[config.mk]
export PLATFORM = sky130hd
export DESIGN_NAME = sign_ext_arbiter_flat
export DESIGN_NICKNAME = d
export VERILOG_FILES = /design/src/rtl/sign_ext_arbiter_pkg.sv /design/src/rtl/sign_ext_arbiter_if.sv /design/src/rtl/sign_ext_arbiter_core.sv /design/src/rtl/sign_ext_arbiter.sv /design/src/flat_wrapper.sv
export SDC_FILE = /design/constraint.sdc
export NUM_CORES = 1
export LEC_CHECK = 0
export BUFFER_PORTS_ARGS = -buffer_cell sky130_fd_sc_hd__buf_4
export CORE_ASPECT_RATIO = 0.7
export CORE_MARGIN = 2
export CORE_UTILIZATION = 52
export DETAILED_ROUTE_END_ITERATION = 16
export PLACE_DENSITY = 0.91
export SLEW_MARGIN = 20
export SYNTH_ARGS = -nofsm -noshare
export SYNTH_HDL_FRONTEND = slang
export SYNTH_HIERARCHICAL = 1
export SYNTH_SLANG_ARGS = --single-unit
[constraint.sdc]
create_clock -name CLK -period 3.2 [get_ports CLK]
set_input_delay 0.48 -clock CLK [delete_from_list [all_inputs] [get_ports CLK]]
set_output_delay 0.48 -clock CLK [all_outputs]
set_load 0.05 [all_outputs]
[src/rtl/sign_ext_arbiter_pkg.sv]
// Shared definitions for the immediate extender arbiter: ctrl encodings and widths.
package sign_ext_pkg;

    localparam int IMM_W  = 26;
    localparam int DATA_W = 64;
    localparam int CTRL_W = 3;

    typedef enum logic [CTRL_W-1:0] {
        EXT_D   = 3'b000,
        EXT_IR  = 3'b001,
        EXT_B   = 3'b010,
        EXT_CB  = 3'b011,
        EXT_MOV = 3'b111
    } ext_ctrl_e;

endpackage

[src/rtl/sign_ext_arbiter_if.sv]
// Request, result and counter bundle between the two requesters, the consumer and the arbiter.
interface sign_ext_arbiter_if #(
    parameter int TAG_W = 4,
    parameter int CNT_W = 16
);
    import sign_ext_pkg::*;

    logic              req0_valid;
    logic              req0_ready;
    logic [IMM_W-1:0]  req0_imm;
    logic [CTRL_W-1:0] req0_ctrl;
    logic [TAG_W-1:0]  req0_tag;

    logic              req1_valid;
    logic              req1_ready;
    logic [IMM_W-1:0]  req1_imm;
    logic [CTRL_W-1:0] req1_ctrl;
    logic [TAG_W-1:0]  req1_tag;

    logic              out_valid;
    logic              out_ready;
    logic [DATA_W-1:0] out_imm;
    logic              out_src;
    logic [TAG_W-1:0]  out_tag;
    logic              out_err;

    logic [CNT_W-1:0]  grant_cnt0;
    logic [CNT_W-1:0]  grant_cnt1;

    modport slave (
        input  req0_valid, req0_imm, req0_ctrl, req0_tag,
        input  req1_valid, req1_imm, req1_ctrl, req1_tag,
        input  out_ready,
        output req0_ready, req1_ready,
        output out_valid, out_imm, out_src, out_tag, out_err,
        output grant_cnt0, grant_cnt1
    );

    modport master (
        output req0_valid, req0_imm, req0_ctrl, req0_tag,
        output req1_valid, req1_imm, req1_ctrl, req1_tag,
        output out_ready,
        input  req0_ready, req1_ready,
        input  out_valid, out_imm, out_src, out_tag, out_err,
        input  grant_cnt0, grant_cnt1
    );

endinterface

[src/rtl/sign_ext_arbiter_core.sv]
// Combinational 26-bit immediate field to 64-bit operand extender; flags unknown ctrl codes.
// Zero latency, no state, no handshake.
module sign_ext_core
    import sign_ext_pkg::*;
(
    input  logic [IMM_W-1:0]  imm_i,
    input  logic [CTRL_W-1:0] ctrl_i,
    output logic [DATA_W-1:0] imm64_o,
    output logic              illegal_o
);

    always_comb begin
        imm64_o   = '0;
        illegal_o = 1'b0;
        case (ctrl_i)
            EXT_D:   imm64_o = {{55{imm_i[20]}}, imm_i[20:12]};
            EXT_IR:  imm64_o = {{52{imm_i[21]}}, imm_i[21:10]};
            EXT_B:   imm64_o = {{38{imm_i[25]}}, imm_i[25:0]};
            EXT_CB:  imm64_o = {{45{imm_i[23]}}, imm_i[23:5]};
            // 16-bit chunk placed in one of four halfword lanes
            EXT_MOV: imm64_o = DATA_W'(imm_i[20:5]) << {imm_i[22:21], 4'b0000};
            default: illegal_o = 1'b1;
        endcase
    end

endmodule

[src/rtl/sign_ext_arbiter.sv]
// Round-robin share of one immediate extender between decode (0) and branch-target (1); result 1 cycle after accept.
// Backpressure: both readies drop while a result is stalled; a draining slot accepts a new request the same cycle.
// Optional SIGN_EXT_ERR_EN: illegal ctrl codes raise out_err alongside the zero result.
module sign_ext_arbiter
    import sign_ext_pkg::*;
#(
    parameter int TAG_W = 4,
    parameter int CNT_W = 16
) (
    input  logic CLK,
    input  logic RST_N,
    sign_ext_arbiter_if.slave bus
);

`ifdef SIGN_EXT_ERR_EN
    localparam logic ERR_EN = 1'b1;
`else
    localparam logic ERR_EN = 1'b0;
`endif

    logic              accept, sel, grant_vld;
    logic [IMM_W-1:0]  mux_imm;
    logic [CTRL_W-1:0] mux_ctrl;
    logic [TAG_W-1:0]  mux_tag;
    logic [DATA_W-1:0] ext_imm;
    logic              ext_ill;

    logic              out_valid_q, out_valid_d;
    logic [DATA_W-1:0] out_imm_q, out_imm_d;
    logic              out_src_q, out_src_d;
    logic [TAG_W-1:0]  out_tag_q, out_tag_d;
    logic              out_err_q, out_err_d;
    logic              last_grant_q, last_grant_d;
    logic [CNT_W-1:0]  cnt0_q, cnt0_d, cnt1_q, cnt1_d;

    always_comb begin
        accept    = !out_valid_q || bus.out_ready;
        // under contention the requester that did not win last time goes first
        sel       = (bus.req0_valid && bus.req1_valid) ? ~last_grant_q : bus.req1_valid;
        grant_vld = accept && (bus.req0_valid || bus.req1_valid);
        mux_imm   = sel ? bus.req1_imm  : bus.req0_imm;
        mux_ctrl  = sel ? bus.req1_ctrl : bus.req0_ctrl;
        mux_tag   = sel ? bus.req1_tag  : bus.req0_tag;
    end

    sign_ext_core u_core (
        .imm_i     (mux_imm),
        .ctrl_i    (mux_ctrl),
        .imm64_o   (ext_imm),
        .illegal_o (ext_ill)
    );

    always_comb begin
        out_valid_d  = out_valid_q;
        out_imm_d    = out_imm_q;
        out_src_d    = out_src_q;
        out_tag_d    = out_tag_q;
        out_err_d    = out_err_q;
        last_grant_d = last_grant_q;
        cnt0_d       = cnt0_q;
        cnt1_d       = cnt1_q;
        if (grant_vld) begin
            out_valid_d  = 1'b1;
            out_imm_d    = ext_imm;
            out_src_d    = sel;
            out_tag_d    = mux_tag;
            out_err_d    = ext_ill & ERR_EN;
            last_grant_d = sel;
            if (sel) cnt1_d = cnt1_q + CNT_W'(1);
            else     cnt0_d = cnt0_q + CNT_W'(1);
        end else if (bus.out_ready) begin
            out_valid_d = 1'b0;
        end
    end

    always_ff @(posedge CLK or negedge RST_N) begin
        if (!RST_N) begin
            out_valid_q  <= 1'b0;
            out_imm_q    <= '0;
            out_src_q    <= 1'b0;
            out_tag_q    <= '0;
            out_err_q    <= 1'b0;
            last_grant_q <= 1'b1;
            cnt0_q       <= '0;
            cnt1_q       <= '0;
        end else begin
            out_valid_q  <= out_valid_d;
            out_imm_q    <= out_imm_d;
            out_src_q    <= out_src_d;
            out_tag_q    <= out_tag_d;
            out_err_q    <= out_err_d;
            last_grant_q <= last_grant_d;
            cnt0_q       <= cnt0_d;
            cnt1_q       <= cnt1_d;
        end
    end

    assign bus.req0_ready = grant_vld && !sel;
    assign bus.req1_ready = grant_vld && sel;
    assign bus.out_valid  = out_valid_q;
    assign bus.out_imm    = out_imm_q;
    assign bus.out_src    = out_src_q;
    assign bus.out_tag    = out_tag_q;
    assign bus.out_err    = out_err_q;
    assign bus.grant_cnt0 = cnt0_q;
    assign bus.grant_cnt1 = cnt1_q;

endmodule
[src/flat_wrapper.sv]
// flat-port wrapper written by rule: the top's interface ports become plain ports
module sign_ext_arbiter_flat import sign_ext_pkg::*;
#(
    parameter int TAG_W = 4,
    parameter int CNT_W = 16
)
  (CLK, RST_N, bus_req0_valid, bus_req0_imm, bus_req0_ctrl, bus_req0_tag, bus_req1_valid, bus_req1_imm, bus_req1_ctrl, bus_req1_tag, bus_out_ready, bus_req0_ready, bus_req1_ready, bus_out_valid, bus_out_imm, bus_out_src, bus_out_tag, bus_out_err, bus_grant_cnt0, bus_grant_cnt1);
  sign_ext_arbiter_if #(.TAG_W(TAG_W), .CNT_W(CNT_W)) bus_i ();
  input  logic CLK;
  input  logic RST_N;
  input wire logic [$bits(bus_i.req0_valid)-1:0] bus_req0_valid;
  input wire logic [$bits(bus_i.req0_imm)-1:0] bus_req0_imm;
  input wire logic [$bits(bus_i.req0_ctrl)-1:0] bus_req0_ctrl;
  input wire logic [$bits(bus_i.req0_tag)-1:0] bus_req0_tag;
  input wire logic [$bits(bus_i.req1_valid)-1:0] bus_req1_valid;
  input wire logic [$bits(bus_i.req1_imm)-1:0] bus_req1_imm;
  input wire logic [$bits(bus_i.req1_ctrl)-1:0] bus_req1_ctrl;
  input wire logic [$bits(bus_i.req1_tag)-1:0] bus_req1_tag;
  input wire logic [$bits(bus_i.out_ready)-1:0] bus_out_ready;
  output wire logic [$bits(bus_i.req0_ready)-1:0] bus_req0_ready;
  output wire logic [$bits(bus_i.req1_ready)-1:0] bus_req1_ready;
  output wire logic [$bits(bus_i.out_valid)-1:0] bus_out_valid;
  output wire logic [$bits(bus_i.out_imm)-1:0] bus_out_imm;
  output wire logic [$bits(bus_i.out_src)-1:0] bus_out_src;
  output wire logic [$bits(bus_i.out_tag)-1:0] bus_out_tag;
  output wire logic [$bits(bus_i.out_err)-1:0] bus_out_err;
  output wire logic [$bits(bus_i.grant_cnt0)-1:0] bus_grant_cnt0;
  output wire logic [$bits(bus_i.grant_cnt1)-1:0] bus_grant_cnt1;
  assign bus_i.req0_valid = bus_req0_valid;
  assign bus_i.req0_imm = bus_req0_imm;
  assign bus_i.req0_ctrl = bus_req0_ctrl;
  assign bus_i.req0_tag = bus_req0_tag;
  assign bus_i.req1_valid = bus_req1_valid;
  assign bus_i.req1_imm = bus_req1_imm;
  assign bus_i.req1_ctrl = bus_req1_ctrl;
  assign bus_i.req1_tag = bus_req1_tag;
  assign bus_i.out_ready = bus_out_ready;
  assign bus_req0_ready = bus_i.req0_ready;
  assign bus_req1_ready = bus_i.req1_ready;
  assign bus_out_valid = bus_i.out_valid;
  assign bus_out_imm = bus_i.out_imm;
  assign bus_out_src = bus_i.out_src;
  assign bus_out_tag = bus_i.out_tag;
  assign bus_out_err = bus_i.out_err;
  assign bus_grant_cnt0 = bus_i.grant_cnt0;
  assign bus_grant_cnt1 = bus_i.grant_cnt1;
  sign_ext_arbiter #(.TAG_W(TAG_W), .CNT_W(CNT_W)) u_core (.CLK(CLK), .RST_N(RST_N), .bus(bus_i));
endmodule
# Word-level counts from Yosys, hierarchy flattened
# Cells that the tools add are included.
# Widths: inputs -> output; s select.
dict set report totals {
  reg_bits 103
}
dict set report op_classes {
  add_sub_neg 2
  n_eq_ne 4
  shifts 1
  muxes 7
  bitwise 2
  n_reduce_logical 12
}
# operator count
set ops {}
lappend ops {{$pmux 64 s5} 1}
lappend ops {{$shl 16x6->64} 1}
lappend ops {{$add 16x1->16 const B} 2}
lappend ops {{$mux 26} 1}
lappend ops {{$eq 3x2->1 const B} 2}
lappend ops {{$logic_and 1x1->1} 4}
lappend ops {{$mux 4} 1}
lappend ops {{$reduce_and 2->1} 2}
lappend ops {{$eq 3x1->1 const B} 1}
lappend ops {{$eq 3x3->1 const B} 1}
lappend ops {{$logic_not 3->1} 1}
lappend ops {{$mux 1} 3}
lappend ops {{$mux 3} 1}
lappend ops {{$logic_not 1->1} 2}
lappend ops {{$logic_or 1x1->1} 2}
lappend ops {{$not 1->1} 2}
lappend ops {{$reduce_bool 2->1} 1}

# Depth between registers and ports, before layout
# Gate-level depths: netlist of run 1.
dict set report depth {
  ltp_word 5
  depth_mapped 11
  ltp_nobuf 6
}

# Cells and area by module
# Netlist of run 1, hierarchy kept.
# module n_inst cells_each area_per_inst_um2 seq_area_each_um2
set modules_own_cells {}
lappend modules_own_cells {sign_ext_arbiter 1 328 4481.8 2578.7}
lappend modules_own_cells {sign_ext_core 1 143 1126.1 0.0}

# Least setup slack after synthesis of run 1
# No wires, ideal clock.
dict set report synth_path {
  kind {input port to flip-flop}
  startpoint {in bus_req1_valid}
  endpoint {reg u_core.out_imm_q[23] (netlist: u_core/bus.out_imm[23])}
  setup_time_ps 125
  arrival_time_ps 2586
  t_required_ps 3075
  slack_ps 489
  path_stages 11
  cell_sequence {a21boi_1 > buf_4 > buf_2 > mux2_2 > buf_6 > and3_4 > and3b_1 > buf_6 > buf_6 > a221o_1 > mux2_2}
}
dict set report synth_via {
  elab_chain_len 5
}
# element line_no
set synth_lines {}
lappend synth_lines {{start, declared} flat_wrapper.sv:15} ;# input wire logic [$bits(bus_i.req1_valid)-1:0] bus_req1_valid;
lappend synth_lines {{$logic_and 1x1->1} sign_ext_arbiter.sv:39} ;# sel = (bus.req0_valid && bus.req1_valid) ? ~last_grant_q : bus.req1_valid;
lappend synth_lines {{$mux 1 *} sign_ext_arbiter.sv:39}
lappend synth_lines {{$mux 3 *} sign_ext_arbiter.sv:42} ;# mux_ctrl = sel ? bus.req1_ctrl : bus.req0_ctrl;
lappend synth_lines {{net u_core.mux_ctrl[0]} sign_ext_arbiter.sv:23} ;# logic [CTRL_W-1:0] mux_ctrl;
lappend synth_lines {{$eq 3x3->1 (tied with other cells)} sign_ext_arbiter_core.sv:15} ;# case (ctrl_i)
lappend synth_lines {{$pmux 64 s5 *} sign_ext_arbiter_core.sv:15}
lappend synth_lines {{net u_core.ext_imm[23]} sign_ext_arbiter.sv:25} ;# logic [DATA_W-1:0] ext_imm;
lappend synth_lines {{end signal, assigned} sign_ext_arbiter.sv:88} ;# out_imm_q <= out_imm_d;
lappend synth_lines {{end, declared} sign_ext_arbiter.sv:29} ;# logic [DATA_W-1:0] out_imm_q, out_imm_d;
# Mark *: on every way through the listed nets, which the timed path passes. The rest lies on a longest branch.
# A chain may end at the register's enable or synchronous reset.

# Worst setup path after layout of run 1
dict set report layout_path {
  startpoint {reg u_core.last_grant_q}
  endpoint {reg u_core.out_imm_q[12] (netlist: u_core/bus.out_imm[12])}
}
dict set report layout_via {
  elab_chain_len 5
}
# element line_no
set layout_lines {}
lappend layout_lines {{start, declared} sign_ext_arbiter.sv:33} ;# logic last_grant_q, last_grant_d;
lappend layout_lines {{start signal, assigned} sign_ext_arbiter.sv:92} ;# last_grant_q <= last_grant_d;
lappend layout_lines {{$not 1->1 *} sign_ext_arbiter.sv:39}
lappend layout_lines {{$mux 1 *} sign_ext_arbiter.sv:39}
lappend layout_lines {{$mux 3 *} sign_ext_arbiter.sv:42}
lappend layout_lines {{net u_core.mux_ctrl[0]} sign_ext_arbiter.sv:23}
lappend layout_lines {{$eq 3x3->1 (tied with other cells)} sign_ext_arbiter_core.sv:15}
lappend layout_lines {{$pmux 64 s5 *} sign_ext_arbiter_core.sv:15}
lappend layout_lines {{net u_core.ext_imm[12]} sign_ext_arbiter.sv:25}
# Marked as above.

==> flow_metrics.tcl, run 1 <==
set metrics [dict create \
    status "finished, final reports clean" \
    rsz0062_at_grt "no" \
    ant_nets 0 \
    power.clock.fraction_pct 21.0 \
    layout_cell_share_with_drive_strength_beyond_1_pct 48.9 \
    post_synthesis_cells 470 \
    design.final.nets 702 \
    switching_share_pct 42.7 \
    viasPerCell 5.77 \
    ratio_of_final_minimum_period_to_clock_period_pct 83.0 \
    p_switching_w 0.00217 \
    finalWorstPathRequiredPeriod_ns 2.66 \
    setup_tns_ns 0 \
    slew_headroom_pct 46.6 \
    clock_tree.root_cell "clkbuf_16" \
    synth.yosys.warnings 6 \
    critical_path_data_required_time_ns 3.43 \
    pin_count_of_the_biggest_net_entering_global_routing 62 \
    worstMarginPinSlew_ns 0.800 \
    wire_per_inst_um 20.1 \
    gp_congestion 0.929 \
    route.final.wire_length_um 15400 \
    max_clk_rate_mhz 376 \
    ctsLongestPathBuffers 2 \
    critical_path.most_common_cell "mux2_2" \
    slew_viols_final 0 \
    cts_made_buffers 9 \
    globalRouteOverflowTotal 0 \
    worstSetupStartpointType "register" \
    insertedDiodeCount 0 \
    crit_path_class "reg -> reg" \
    hp-class "in -> async" \
    worst_r2r_path_depth 6 \
    place.detailed.hpwl_um 11200 \
    slowest_stage_delay_cp_ns 0.46 \
    initial_core_util_pct 53.7 \
    syn_nets 543 \
    grt.total_usage_pct 26.1 \
    worst_r2r_endpoint "u_core/bus.out_imm[12]" \
    finalPower_w 0.00507 \
    report.final.setup_viol 0 \
    path_cells "a21boi_4 > mux2_2 > buf_4 > and3_1 > a221o_1 > mux2_2" \
    pwr-share-seq_pct 35.1 \
    detailed_route_drc_error_count 0 \
    crit_arrival_ns 2.88 \
    cts_sinks 103 \
    comb_power_share_pct 43.8 \
    cts_tree "built" \
    r2r_setup_slack_ns 0.54 \
    intPower_w 0.00290 \
    setup_clock_skew_after_layout_ns 0.00779 \
    reg2reg_from "u_core/last_grant_q" \
    post_cts_resized 0 \
    max_cap_viol_count 0 \
    worst_path_dominant_cell_family "compound AO/OA/AOI/OAI gates" \
    finalHoldViolations 0 \
    chipHeight_um 90.8 \
    port-buffer-count 174 \
    synth_area_per_cell_sq_um 11.9 \
    antenna_found_initial 0 \
    route.vias.total 4420 \
    floorplan.die_area_sq_um 11600 \
    detail_route.first_pass.iterations 6 \
    critical_path.endpoint_type "register" \
    setup_slack_ns 0.543 \
    post_cts.repair.setup_buffers 0 \
    power-per-cell-area_nw_per_um2 699 \
    grt_pass1_wl_um 23600 \
    worst_setup_hold_path_clk_slew_ns 0.07 \
    core.rowCount 31 \
    die-width_um 128 \
    grt_pass1_vias 4376 \
    boundaryPins 176 \
    crit_path_top_delay_cell "mux2_2" \
    core_area_sq_um 10400 \
    worstSkewPairLatency_ns 0.34 \
    critical_path_buf_inv_count 1 \
    power.leakage_nw 3.78 \
    dpl_worst_slack_ns 0.366 \
    ctsHoldBuffers 0 \
    area_growth_pct 29.5 \
    syn_area_sq_um 5600 \
    clock_tree.htree_level_count 3 \
    crit_fanout 28 \
    drt_iter0_markers 309 \
    ir_worst_vdd_v 0.000504 \
]
==> state kept, by name, summed over array words and instances, names as in the netlist <==
register               cells
u_core/bus.grant_cnt0     16
u_core/last_grant_q        1
u_core/bus.out_tag         4
u_core/bus.out_src         1
u_core/bus.grant_cnt1     16
u_core/bus.out_valid       1
u_core/bus.out_imm        64
==> layout by cell type, fill, tap and decap left out, drive strengths merged, types with 2 or more instances in the layout <==
master	n
and3b	2
xnor2	13
clkinv	2
a21oi	9
o22ai	2
a21o	40
nand2	12
nor3	11
mux2i	15
buf	184
and2	2
xor2	17
nor2b	5
o21a	8
nand3	7
a22o	2
dfrtp	102
inv	9
a211o	2
nand3b	9
o2bb2ai	10
a221o	12
clkbuf	10
and3	6
nand4	9
nor4	2
ha	2
nand2b	6
mux2	98
nor2	17
==> how the worst max path moves through the flow <==
stage / depth (start not counted) / end / start / slack, ns
after detailed placement: 7 / u_core/bus.out_imm[12] / bus_req0_valid / 0.37
after global routing: 6 / u_core/bus.out_imm[12] / u_core/last_grant_q / 0.48
after global placement: 7 / u_core/bus.out_imm[15] / bus_req0_valid / 0.41
final: 6 / u_core/bus.out_imm[12] / u_core/last_grant_q / 0.54
after CTS: 6 / u_core/bus.out_imm[12] / u_core/last_grant_q / 0.59
after floorplan: 11 / u_core/bus.out_imm[23] / bus_req1_valid / 0.49
==> final cells by class <==
class | count | area (sq um)
inverters | 6 | 22.5
multi-input cells | 325 | 2790
well taps | 132 | 165
clock inverters | 6 | 50.0
repair buffers | 184 | 1410
flip-flops and latches | 103 | 2580
fillers | 751 | 3180
clock buffers | 10 | 239
==> per-stage QoR <==
step                      instances  utilization, %  instance area [sq um]  hold slack [ns]
after detailed placement        750            66.7                   6960            0.479
final                           766            69.5                   7250            0.216
after global routing            766            69.5                   7250            0.283
after global placement          750            66.7                   6960            0.460
after floorplan                 470               -                   5600            0.184
after CTS                       766            69.5                   7250            0.247
==> routing by layer <==
layer,up-vias,track usage [%],share of wire (%)
li1,2019,-,-
met1,2219,36.8,45
met2,155,40.6,48
met3,27,5.09,5.0
met4,0,8.70,2.0
met5,-,0,0
==> power groups by stage <==
stage | Clock, W | Sequential, W | Combinational [W]
after floorplan | 0 | 0.00265 | 0.000643
after global placement | 0 | 0.00179 | 0.00217
after detailed placement | 0 | 0.00180 | 0.00222
after CTS | 0.00109 | 0.00178 | 0.00222
after global routing | 0.00113 | 0.00181 | 0.00232
final | 0.00107 | 0.00178 | 0.00222
Power figures use the tool's default switching activity.
==> run 2, diff against run 1 <==
ABC_AREA = 1   (was unset)
CORE_UTILIZATION = 48   (was 52)
PLACE_DENSITY = 0.87   (was 0.91)
clock period = 2.25 ns   (was 3.2 ns; I/O delays follow)
==> run 2 against run 1 <==
Against the previous run:
- fmax rose by 26%
- clock-buffer cell count increased by 1
- total power up 47%
- highest routed layer unchanged
- critical path depth rose by 7
- combinational power up 53%
- hold slack worse by 0.027 ns
- global-route usage grew 1.4 points
- largest power group unchanged
- worst setup slack got worse by 0.41 ns
- sequential share of layout area shrank 4.9 points
- via count increased by 58%
- final cell count is 76% higher
- clock skew shrank 0.0010 ns
==> flow_metrics.tcl, run 2 <==
set metrics [dict create \
    crit_path_top_delay_cell "dfstp_2" \
    gp_congestion 1.01 \
    cts_tree "built" \
    grtUsageMet3_pct 5.34 \
    grtUsageMet2_pct 41.7 \
    p_switching_w 0.00343 \
    post_synthesis_cells 990 \
    largest_register_ff_count 64 \
    power-per-cell-area_nw_per_um2 883 \
    intPower_w 0.00401 \
    die-width_um 143 \
    crit_fanout 19 \
    antenna_found_initial 0 \
    ratio_of_final_minimum_period_to_clock_period_pct 94.0 \
    crit_path_class "reg -> reg" \
    drt_iter0_markers 707 \
    initial_core_util_pct 49.3 \
    area_growth_pct 29.5 \
    most-common-layout-cells "nand2_1, buf_4, dfrtp_1" \
    worst_path_dominant_cell_family "simple AND/OR/NAND/NOR gates" \
    report.final.setup_viol 0 \
    design.final.nets 1229 \
    slew_viols_final 0 \
    finalWorstPathRequiredPeriod_ns 2.11 \
    synth.yosys.warnings 6 \
    clock_tree.htree_level_count 3 \
    worstSetupStartpointType "register" \
    grt.total_usage_pct 27.5 \
    viasPerCell 5.19 \
    route.final.wire_length_um 19800 \
    core.rowCount 35 \
    crit_arrival_ns 2.35 \
    hp-class "in -> reg" \
    worst_setup_hold_path_clk_slew_ns 0.07 \
    power.leakage_nw 4.79 \
    detailed_route_drc_error_count 0 \
    chipHeight_um 101 \
    detail_route.first_pass.iterations 6 \
    final.fill_count 1193 \
    layout_cell_share_with_drive_strength_beyond_1_pct 22.7 \
    global_route.usage.met1_pct 40.4 \
    switching_share_pct 46.1 \
    ir_worst_vdd_v 0.000573 \
    comb_power_share_pct 45.6 \
    syn_nets 1063 \
    finalHoldViolations 0 \
    ant_nets 0 \
    pin_count_of_the_biggest_net_entering_global_routing 55 \
    setup_slack_ns 0.135 \
    dpl_worst_slack_ns 0.148 \
    syn_area_sq_um 6500 \
    critical_path_buf_inv_count 2 \
    power.clock.fraction_pct 20.3 \
    layout_commonest_cell "nand2_1" \
    max_cap_viol_count 0 \
    critical_path.most_common_cell "nand2_1" \
    grt-busiest-layer "met2" \
    grt_pass1_wl_um 31700 \
    worstSkewPairLatency_ns 0.35 \
    setup_clock_skew_after_layout_ns 0.00678 \
    hold-worst-slack_ns 0.189 \
    critical_path.endpoint_type "register" \
    globalRouteOverflowTotal 0 \
    route.vias.total 6985 \
    place.detailed.hpwl_um 14100 \
    critical_path_data_required_time_ns 2.49 \
    floorplan.die_area_sq_um 14500 \
    grt_pass1_vias 6259 \
    insertedDiodeCount 0 \
    max_clk_rate_mhz 473 \
    cts_made_buffers 9 \
    rsz0062_at_grt "no" \
    port-buffer-count 174 \
    slowest_stage_delay_cp_ns 0.53 \
    setup_tns_ns 0 \
    boundaryPins 176 \
    wire_per_inst_um 14.7 \
    core_area_sq_um 13200 \
    synth_area_per_cell_sq_um 6.57 \
    status "finished, final reports clean" \
    pwr-share-seq_pct 34.1 \
    ctsLongestPathBuffers 2 \
    clock_tree.root_cell "clkbuf_16" \
    path_cells "nand2_1 > nand2_4 > buf_4 > nand2_1 > nand2_2 > nor2_2 > nand3_2 > nand2_1 > nor2_4 > clkbuf_16 > nand2_1 > nand2_1 > nand2_1" \
    cts_sinks 103 \
]
[run 2: cell count changes in the layout (fill, tap and decap cells not counted), sizes merged, moves of 9 or more]
cell	before	now
o2bb2ai	10	0
nor3	11	1
xor2	17	5
mux2i	15	0
a221o	12	0
nand2	12	507
inv	9	60
buf	184	215
a21o	40	0
nand4	9	58
a21oi	9	0
nand3	7	71
mux2	98	0
nor2	17	103
[run 2: path summary, 6_finish.rpt]
kind                                          start                      to  slack [ns]  cells after the start
worst max-delay path            u_core/last_grant_q  u_core/bus.out_imm[38]        0.14                     13
worst min-delay path                bus_req0_tag[2]   u_core/bus.out_tag[2]        0.19                      3
worst max register to register  u_core/last_grant_q  u_core/bus.out_imm[38]        0.14                     13
worst min register to register  u_core/last_grant_q     u_core/last_grant_q        0.47                      2
max in group asynchronous                     RST_N     u_core/last_grant_q        1.08                      3
min in group asynchronous                     RST_N  u_core/bus.out_imm[47]        0.49                      2
[run 2: cell type report]
cell class | count | area, sq um | area share [%]
Sequential cell | 103 | 2580 | 30.6
Multi-Input combinational cell | 766 | 3380 | 40.1
Timing Repair Buffer | 217 | 1730 | 20.5
Inverter | 59 | 221 | 2.63
Clock inverter | 5 | 41.3 | 0.490
Clock buffer | 11 | 243 | 2.88
Tap cell | 185 | 231 | 2.75
[run 2: through the flow]
step	instance area, sq um	std cells	utilization, %	power (W)
after detailed placement	8080	1328	61.3	0.00590
after floorplan	6500	990	-	0.00478
after CTS	8370	1345	63.5	0.00743
after global placement	8080	1328	61.3	0.00586
after global routing	8420	1346	63.9	0.00782
final	8420	1346	63.9	0.00744
[run 2: what timing repair did]
item,CTS,global route
hold buffers,1,0
endpoints found under the hold margin,34,0
gates resized for setup,0,8
setup buffers,0,0
endpoints found under the setup margin,0,50
[run 2: worst min-delay path, delay by kind of cell]
family | cells | cell delay (ns)
buf+inv | 1 | 0.08
simple gates | 2 | 0.09
[run 2: routing by layer]
metal	wire length [um]	up-vias
li1	-	3412
met1	8880	3186
met2	8600	352
met3	1930	35
met4	340	0
met5	0	-
[run 2: power by group through the flow]
stage / combinational (W) / sequential, W / clock, W
detailed placement: 0.00334 / 0.00256 / 0
floorplan: 0.00103 / 0.00374 / 0
global route: 0.00361 / 0.00259 / 0.00161
finish: 0.00339 / 0.00254 / 0.00151
global placement: 0.00330 / 0.00256 / 0
CTS: 0.00335 / 0.00254 / 0.00154
